--- src/rtl/sed_scan_scheduler_pkg.sv ---
// Shared state encoding, counter widths and default timing for the SED scan scheduler.
package sed_scan_scheduler_pkg;

  localparam int SCAN_CNT_W = 16;
  localparam int ERR_CNT_W  = 8;
  localparam int CONSEC_W   = 4;

  localparam int DEF_ENABLE_DELAY = 128;
  localparam int DEF_START_LEN    = 16;
  localparam int DEF_SCAN_PERIOD  = 1000000;
  localparam int DEF_TIMEOUT      = 4000000;
  localparam int DEF_CONFIRM      = 2;

  typedef enum logic [2:0] {
    ST_IDLE     = 3'd0,
    ST_ARM      = 3'd1,
    ST_START    = 3'd2,
    ST_WAIT_RUN = 3'd3,
    ST_EVAL     = 3'd4,
    ST_GAP      = 3'd5
  } sed_state_e;

  function automatic int max4(input int a, input int b, input int c, input int d);
    int m;
    m = a;
    if (b > m) m = b;
    if (c > m) m = c;
    if (d > m) m = d;
    return m;
  endfunction

endpackage

--- src/rtl/sed_scan_scheduler_if.sv ---
// Control, SED primitive and status signals of the scan scheduler; master is the scheduler side.
interface sed_scan_scheduler_if;
  import sed_scan_scheduler_pkg::*;

  logic                  enable;
  logic                  force_scan;
  logic                  clear;
  logic                  sed_done;
  logic                  sed_inprog;
  logic                  sed_err;
  logic                  sed_enable;
  logic                  sed_start;
  logic                  busy;
  logic                  scan_done;
  logic                  fault;
  logic                  timeout;
  logic [SCAN_CNT_W-1:0] scan_count;
  logic [ERR_CNT_W-1:0]  err_count;

  modport master (
    input  enable, force_scan, clear, sed_done, sed_inprog, sed_err,
    output sed_enable, sed_start, busy, scan_done, fault, timeout, scan_count, err_count
  );

  modport slave (
    output enable, force_scan, clear, sed_done, sed_inprog, sed_err,
    input  sed_enable, sed_start, busy, scan_done, fault, timeout, scan_count, err_count
  );

endinterface

--- src/rtl/sed_sat_counter.sv ---
// Saturating up-counter with synchronous clear; clear has priority over increment.
module sed_sat_counter #(
  parameter int               WIDTH   = 8,
  parameter logic [WIDTH-1:0] RST_VAL = {WIDTH{1'b0}}
) (
  input  logic             clk,
  input  logic             rst,
  input  logic             clr,
  input  logic             inc,
  output logic [WIDTH-1:0] count
);

  // count register: reset, clear, or step towards all-ones and hold there
  always_ff @(posedge clk) begin
    if (rst) begin
      count <= RST_VAL;
    end else if (clr) begin
      count <= {WIDTH{1'b0}};
    end else if (inc && (count != {WIDTH{1'b1}})) begin
      count <= count + 1'b1;
    end else begin
      count <= count;
    end
  end

endmodule

--- src/rtl/sed_scan_scheduler.sv ---
// Sequences the SED primitive: enable delay, start pulse, done/error evaluation,
// scan watchdog, consecutive-error confirmation and saturating statistics.
module sed_scan_scheduler
  import sed_scan_scheduler_pkg::*;
#(
  parameter int                    ENABLE_DELAY = DEF_ENABLE_DELAY,
  parameter int                    START_LEN    = DEF_START_LEN,
  parameter int                    SCAN_PERIOD  = DEF_SCAN_PERIOD,
  parameter int                    TIMEOUT      = DEF_TIMEOUT,
  parameter int                    CONFIRM      = DEF_CONFIRM,
  parameter logic [SCAN_CNT_W-1:0] SCAN_CNT_RST = 16'h0000,
  parameter logic [ERR_CNT_W-1:0]  ERR_CNT_RST  = 8'h00
) (
  input logic                  clk,
  input logic                  rst,
  sed_scan_scheduler_if.master bus
);

  localparam int TMR_W = $clog2(max4(ENABLE_DELAY, START_LEN, SCAN_PERIOD, TIMEOUT));
  localparam logic [TMR_W-1:0]    ARM_LAST     = TMR_W'(ENABLE_DELAY - 1);
  localparam logic [TMR_W-1:0]    START_LAST   = TMR_W'(START_LEN - 1);
  localparam logic [TMR_W-1:0]    GAP_LAST     = TMR_W'(SCAN_PERIOD - 1);
  localparam logic [TMR_W-1:0]    TIMEOUT_LAST = TMR_W'(TIMEOUT - 1);
  localparam logic [CONSEC_W-1:0] CONFIRM_PRE  = CONSEC_W'(CONFIRM - 1);

  sed_state_e          state_r, state_s;
  logic [TMR_W-1:0]    timer_r, wdog_r;
  logic                done_q_r;
  logic                done_rise_s, timeout_set_s, eval_s, fault_set_s;
  logic                sed_enable_r, sed_start_r, busy_r, scan_done_r, fault_r, timeout_r;
  logic [CONSEC_W-1:0] consec_s;

  assign done_rise_s = bus.sed_done & ~done_q_r;
  assign eval_s      = (state_r == ST_EVAL);
  assign fault_set_s = eval_s & bus.sed_err & (consec_s >= CONFIRM_PRE);

  // next-state decode; dropping enable abandons any scan in flight
  always_comb begin
    state_s       = state_r;
    timeout_set_s = 1'b0;
    if (!bus.enable) begin
      state_s = ST_IDLE;
    end else begin
      case (state_r)
        ST_IDLE:  state_s = ST_ARM;
        ST_ARM: begin
          if (timer_r == ARM_LAST) state_s = ST_START;
          else                     state_s = ST_ARM;
        end
        ST_START: begin
          if (timer_r == START_LAST) state_s = ST_WAIT_RUN;
          else                       state_s = ST_START;
        end
        ST_WAIT_RUN: begin
          if (done_rise_s) begin
            state_s = ST_EVAL;
          end else if (wdog_r == TIMEOUT_LAST) begin
            // via IDLE so the primitive sees one low enable cycle before the full re-arm
            state_s       = ST_IDLE;
            timeout_set_s = 1'b1;
          end else begin
            state_s = ST_WAIT_RUN;
          end
        end
        ST_EVAL:  state_s = ST_GAP;
        ST_GAP: begin
          if (bus.force_scan || (timer_r == GAP_LAST)) state_s = ST_START;
          else                                         state_s = ST_GAP;
        end
        default:  state_s = ST_IDLE;
      endcase
    end
  end

  // state, shared per-state timer, scan watchdog and done edge history
  always_ff @(posedge clk) begin
    if (rst) begin
      state_r  <= ST_IDLE;
      timer_r  <= {TMR_W{1'b0}};
      wdog_r   <= {TMR_W{1'b0}};
      done_q_r <= 1'b0;
    end else begin
      state_r  <= state_s;
      done_q_r <= bus.sed_done;
      if ((state_s != state_r) || (state_r == ST_IDLE)) timer_r <= {TMR_W{1'b0}};
      else                                              timer_r <= timer_r + 1'b1;
      if ((state_r == ST_START) || (state_r == ST_WAIT_RUN)) wdog_r <= wdog_r + 1'b1;
      else                                                   wdog_r <= {TMR_W{1'b0}};
    end
  end

  // outputs registered from the next state so they line up with the state they describe
  always_ff @(posedge clk) begin
    if (rst) begin
      sed_enable_r <= 1'b0;
      sed_start_r  <= 1'b0;
      busy_r       <= 1'b0;
      scan_done_r  <= 1'b0;
      fault_r      <= 1'b0;
      timeout_r    <= 1'b0;
    end else begin
      sed_enable_r <= (state_s != ST_IDLE);
      sed_start_r  <= (state_s == ST_START);
      busy_r       <= (state_s == ST_START) || (state_s == ST_WAIT_RUN);
      scan_done_r  <= (state_s == ST_EVAL);
      if (fault_set_s)     fault_r <= 1'b1;
      else if (bus.clear)  fault_r <= 1'b0;
      else                 fault_r <= fault_r;
      if (timeout_set_s)   timeout_r <= 1'b1;
      else if (bus.clear)  timeout_r <= 1'b0;
      else                 timeout_r <= timeout_r;
    end
  end

  sed_sat_counter #(.WIDTH(SCAN_CNT_W), .RST_VAL(SCAN_CNT_RST)) u_scan_cnt (
    .clk(clk), .rst(rst), .clr(1'b0), .inc(eval_s), .count(bus.scan_count)
  );

  sed_sat_counter #(.WIDTH(ERR_CNT_W), .RST_VAL(ERR_CNT_RST)) u_err_cnt (
    .clk(clk), .rst(rst), .clr(1'b0), .inc(eval_s & bus.sed_err), .count(bus.err_count)
  );

  sed_sat_counter #(.WIDTH(CONSEC_W), .RST_VAL(4'h0)) u_consec_cnt (
    .clk(clk), .rst(rst), .clr(bus.clear | (eval_s & ~bus.sed_err)),
    .inc(eval_s & bus.sed_err), .count(consec_s)
  );

  assign bus.sed_enable = sed_enable_r;
  assign bus.sed_start  = sed_start_r;
  assign bus.busy       = busy_r;
  assign bus.scan_done  = scan_done_r;
  assign bus.fault      = fault_r;
  assign bus.timeout    = timeout_r;

endmodule

--- src/flat_wrapper.sv ---
// flat-port wrapper written by rule: the top's interface ports become plain ports
module sed_scan_scheduler_flat import sed_scan_scheduler_pkg::*;
#(
  parameter int                    ENABLE_DELAY = DEF_ENABLE_DELAY,
  parameter int                    START_LEN    = DEF_START_LEN,
  parameter int                    SCAN_PERIOD  = DEF_SCAN_PERIOD,
  parameter int                    TIMEOUT      = DEF_TIMEOUT,
  parameter int                    CONFIRM      = DEF_CONFIRM,
  parameter logic [SCAN_CNT_W-1:0] SCAN_CNT_RST = 16'h0000,
  parameter logic [ERR_CNT_W-1:0]  ERR_CNT_RST  = 8'h00
)
  (clk, rst, bus_enable, bus_force_scan, bus_clear, bus_sed_done, bus_sed_inprog, bus_sed_err, bus_sed_enable, bus_sed_start, bus_busy, bus_scan_done, bus_fault, bus_timeout, bus_scan_count, bus_err_count);
  sed_scan_scheduler_if bus_i ();
  input logic clk;
  input logic rst;
  input wire logic [$bits(bus_i.enable)-1:0] bus_enable;
  input wire logic [$bits(bus_i.force_scan)-1:0] bus_force_scan;
  input wire logic [$bits(bus_i.clear)-1:0] bus_clear;
  input wire logic [$bits(bus_i.sed_done)-1:0] bus_sed_done;
  input wire logic [$bits(bus_i.sed_inprog)-1:0] bus_sed_inprog;
  input wire logic [$bits(bus_i.sed_err)-1:0] bus_sed_err;
  output wire logic [$bits(bus_i.sed_enable)-1:0] bus_sed_enable;
  output wire logic [$bits(bus_i.sed_start)-1:0] bus_sed_start;
  output wire logic [$bits(bus_i.busy)-1:0] bus_busy;
  output wire logic [$bits(bus_i.scan_done)-1:0] bus_scan_done;
  output wire logic [$bits(bus_i.fault)-1:0] bus_fault;
  output wire logic [$bits(bus_i.timeout)-1:0] bus_timeout;
  output wire logic [$bits(bus_i.scan_count)-1:0] bus_scan_count;
  output wire logic [$bits(bus_i.err_count)-1:0] bus_err_count;
  assign bus_i.enable = bus_enable;
  assign bus_i.force_scan = bus_force_scan;
  assign bus_i.clear = bus_clear;
  assign bus_i.sed_done = bus_sed_done;
  assign bus_i.sed_inprog = bus_sed_inprog;
  assign bus_i.sed_err = bus_sed_err;
  assign bus_sed_enable = bus_i.sed_enable;
  assign bus_sed_start = bus_i.sed_start;
  assign bus_busy = bus_i.busy;
  assign bus_scan_done = bus_i.scan_done;
  assign bus_fault = bus_i.fault;
  assign bus_timeout = bus_i.timeout;
  assign bus_scan_count = bus_i.scan_count;
  assign bus_err_count = bus_i.err_count;
  sed_scan_scheduler #(.ENABLE_DELAY(ENABLE_DELAY), .START_LEN(START_LEN), .SCAN_PERIOD(SCAN_PERIOD), .TIMEOUT(TIMEOUT), .CONFIRM(CONFIRM), .SCAN_CNT_RST(SCAN_CNT_RST), .ERR_CNT_RST(ERR_CNT_RST)) u_core (.clk(clk), .rst(rst), .bus(bus_i));
endmodule
--- config.mk ---
export PLATFORM = sky130hd
export DESIGN_NAME = sed_scan_scheduler_flat
export DESIGN_NICKNAME = d
export VERILOG_FILES = /design/src/rtl/sed_scan_scheduler_pkg.sv /design/src/rtl/sed_scan_scheduler_if.sv /design/src/rtl/sed_sat_counter.sv /design/src/rtl/sed_scan_scheduler.sv /design/src/flat_wrapper.sv
export SDC_FILE = /design/constraint.sdc
export NUM_CORES = 1
export LEC_CHECK = 0
export BUFFER_PORTS_ARGS = -buffer_cell sky130_fd_sc_hd__buf_2
export CAP_MARGIN = 20
export CORE_MARGIN = 1
export CORE_UTILIZATION = 59
export CTS_CLUSTER_SIZE = 24
export DETAILED_ROUTE_END_ITERATION = 10
export PLACE_DENSITY = 0.8
export RECOVER_POWER = 100
export SYNTH_ARGS = -nofsm -noshare
export SYNTH_HDL_FRONTEND = slang
export SYNTH_SLANG_ARGS = --single-unit
export TNS_END_PERCENT = 100
--- constraint.sdc ---
create_clock -name clk -period 2.5 [get_ports clk]
set_input_delay 0.5 -clock clk [delete_from_list [all_inputs] [get_ports clk]]
set_output_delay 0.5 -clock clk [all_outputs]
set_load 0.01 [all_outputs]
==> flow_summary.yaml <==
worst_setup_path:
  start_kind: "register"
  crit_path_end_kind: "register"
  slowest_stage: "or4_4"
  r2r-start: "u_core.timer_r[12]"
  crit_fanout: 22
  cp-startpoint: "u_core.timer_r[12]"
  rr_worst_depth: 7
  r2r_end: "u_core.timer_r[10]"
  slowest_delay_ps: 580
  reg2reg_slack_ps: 170
  worst_ep_required_time_ps: 2730
  critPathKind: "register to register"
  cp.arrival_ps: 2560
  path_cells: "or4_4, nor4_4, nand4_1, and4b_1, o221ai_2, buf_12, nor3_1"
die:
  coreArea_um2: 6100
  row_count: 28
  die_y_um: 82.4
  die_area_um2: 6790
  io_pins: 38
  start_util_pct: 62.6
  fp.dieW_um: 82.4
global_route:
  grt_pass1_wl_um: 12900
  first_global_vias: 2970
  antenna_found_initial: 0
  grt_start_max_net_pins: 30
  grt_usage_pct: 24.8
  grt_overflow: 0
power_and_ir_drop:
  p_clk_share_pct: 38.9
  p_switching_mw: 0.475
  ir_drop_v: 0.000384
  finalPower_mw: 2.23
  pwr_density_cell_nw_per_um2: 528
  netSwitchingFraction_pct: 21.3
  p_seq_share_pct: 58.8
  power_frac_comb_pct: 2.2
  p_leak_nw: 1.41
  power.internal_mw: 1.76
clock_network:
  cts_resized: 0
  numClockSinks: 82
  cts_made_buffers: 9
  clk_pin_slew_worst_paths_ps: 70
  clk_latency_ps: 340
  root_buffer: "clkbuf_8"
  cts.path.max_buffers: 2
  hold_buffers: 0
  cts_tree: "done"
  cts_setup_buffers: 0
  cts_htree_levels: 3
place:
  place_area_um2: 4090
  dp.final_hpwl_um: 5110
  place_congestion: 0.854
  io_buffers: 36
routing:
  routed_via_density: 5.76
  drc_errors: 0
  initialDrtViolationCount: 113
  first_pass_iters: 4
  wl_per_cell_um: 13.4
  routed_wl_um: 7410
  vias: 3174
  final_antenna_net_count: 0
sta:
  rsz0062_at_grt: "no"
  slew_viol_final: 0
  relSlewSlack_pct: 53.9
  fmax_ghz: 0.430
  hold_viol: 0
  finalSetupViolCount: 0
  fin_tns_setup_ps: 0
  finalHoldWorstSlack_ps: 403
  tightest_slew_ps: 690
  fin_worst_skew_ps: 7.91
  layout_min_cycle_time_ps: 2330
  period_share_pct: 93.0
yosys:
  synth_most_common_cell: "dfxtp_1"
  ys.flop_type: "dfxtp_1"
  ys_seq_elements: 82
  ys_top_cells_by_area: "dfxtp_1, xor2_1, nor2_1, xnor2_1, nor3_1"
  ys_seq_area_share_pct: 43.0
  synth_cell_type_count: 47
  netlist_area_um2: 3820
  postSynthAreaPerCell_um2: 8.75
  synth_edf_count: 0
  synth_top_cell_area_share_pct: 43.0
  syn_nets: 451
  synth_top_cells_by_count: "dfxtp_1, nor2_1, xor2_1"
  async_flop_share_pct: 0
  ys.warnings.count: 0
  synthCells: 436
  yosys.area.top_type: "dfxtp_1"
cells_and_area:
  drive_above_1_share_pct: 5.88
  final_nets: 488
  antennaDiodeCount: 0
  finish.utilization_pct: 69.3
  syn_to_final_growth_pct: 10.6
  n_fill_cell: 537
  finalInstanceArea_um2: 4220
worst_hold_path:
  worstHoldPathCells: 2
  hold_end: "u_core.done_q_r"
  min_path_type: "input port to register"
  min_from: "bus_sed_done"
flow_run:
  timing.max_cap.violations: 0
run_status:
  status: "completed"
==> placed cells by master, fill, tap and decap left out, types with 7 or more instances in the layout <==
master	Yosys	layout
nor2b_1	7	7
nand2_1	34	34
xor2_1	36	36
ha_1	7	7
and3_1	16	16
nand3_1	25	25
nor3_1	26	26
xnor2_1	25	25
clkbuf_8	0	12
nor2_1	65	65
clkbuf_1	11	34
dfxtp_1	82	82
a21oi_1	11	11
nand4_1	18	18
==> metal layers <==
layer / GRT usage, % / wire (um) / vias to the layer above
met2: 43.4 / 3700 / 64
met4: 8.07 / 61 / 0
met1: 29.4 / 3330 / 1501
li1: - / - / 1603
met5: 0 / 0 / -
met3: 6.37 / 325 / 6
==> cells by family (layout without fill, tap and decap cells) <==
logic type | Yosys count | after routing | share of synthesized area, %
flops | 82 | 82 | 43.0
simple gates | 232 | 232 | 32.1
compound gates | 33 | 33 | 5.77
buf+inv | 19 | 59 | 2.26
mux | 2 | 2 | 0.525
xor+xnor | 61 | 61 | 14.0
fa+ha+maj | 7 | 7 | 2.29
==> metrics by stage <==
stage	std cells	setup slack, ps
after global placement	537	222
after detailed placement	537	166
after CTS	551	149
after floorplan	436	328
after global routing	551	19.1
final	551	175
==> power by group through the flow <==
stage | clock network, mW | registers (mW) | logic (mW)
CTS | 0.891 | 1.31 | 0.0509
floorplan | 0 | 1.34 | 0.0344
finish | 0.868 | 1.31 | 0.0501
detailed placement | 0 | 1.34 | 0.0508
global route | 0.937 | 1.31 | 0.0565
global placement | 0 | 1.34 | 0.0496
==> state kept, by name, summed over array words and instances, names as in the netlist, 3 cells and up <==
signal                     flops
u_core.state_r                 3
u_core.timer_r                22
u_core.u_consec_cnt.count      4
u_core.u_err_cnt.count         8
u_core.u_scan_cnt.count       16
u_core.wdog_r                 22
==> worst max-delay path, delay by kind of cell (launching register included) <==
family                 cells  cell delay [ps]
and+or+nand+nor            5             1450
buffers and inverters      1              190
DFF                        1              350
AOI/OAI and AO/OA          1              210
==> area by class of cell <==
| class | count | area (um^2) | area share [%] |
|---|---|---|---|
| Multi-Input combinational cell | 335 | 2100 | 49.7 |
| Timing Repair Buffer | 42 | 200 | 4.74 |
| Clock buffer | 12 | 165 | 3.91 |
| Tap cell | 75 | 93.8 | 2.22 |
| Clock inverter | 2 | 12.5 | 0.296 |
| Inverter | 3 | 11.3 | 0.267 |
| Sequential cell | 82 | 1640 | 38.9 |
==> worst max-delay path by stage <==
stage | endpoint | depth (start not counted)
after floorplan | u_core.timer_r[2] | 7
after global placement | u_core.timer_r[11] | 7
after detailed placement | u_core.timer_r[8] | 7
after CTS | u_core.timer_r[8] | 7
after global routing | u_core.timer_r[11] | 7
final | u_core.timer_r[10] | 7
No activity file was read; power rests on OpenSTA's default activity.
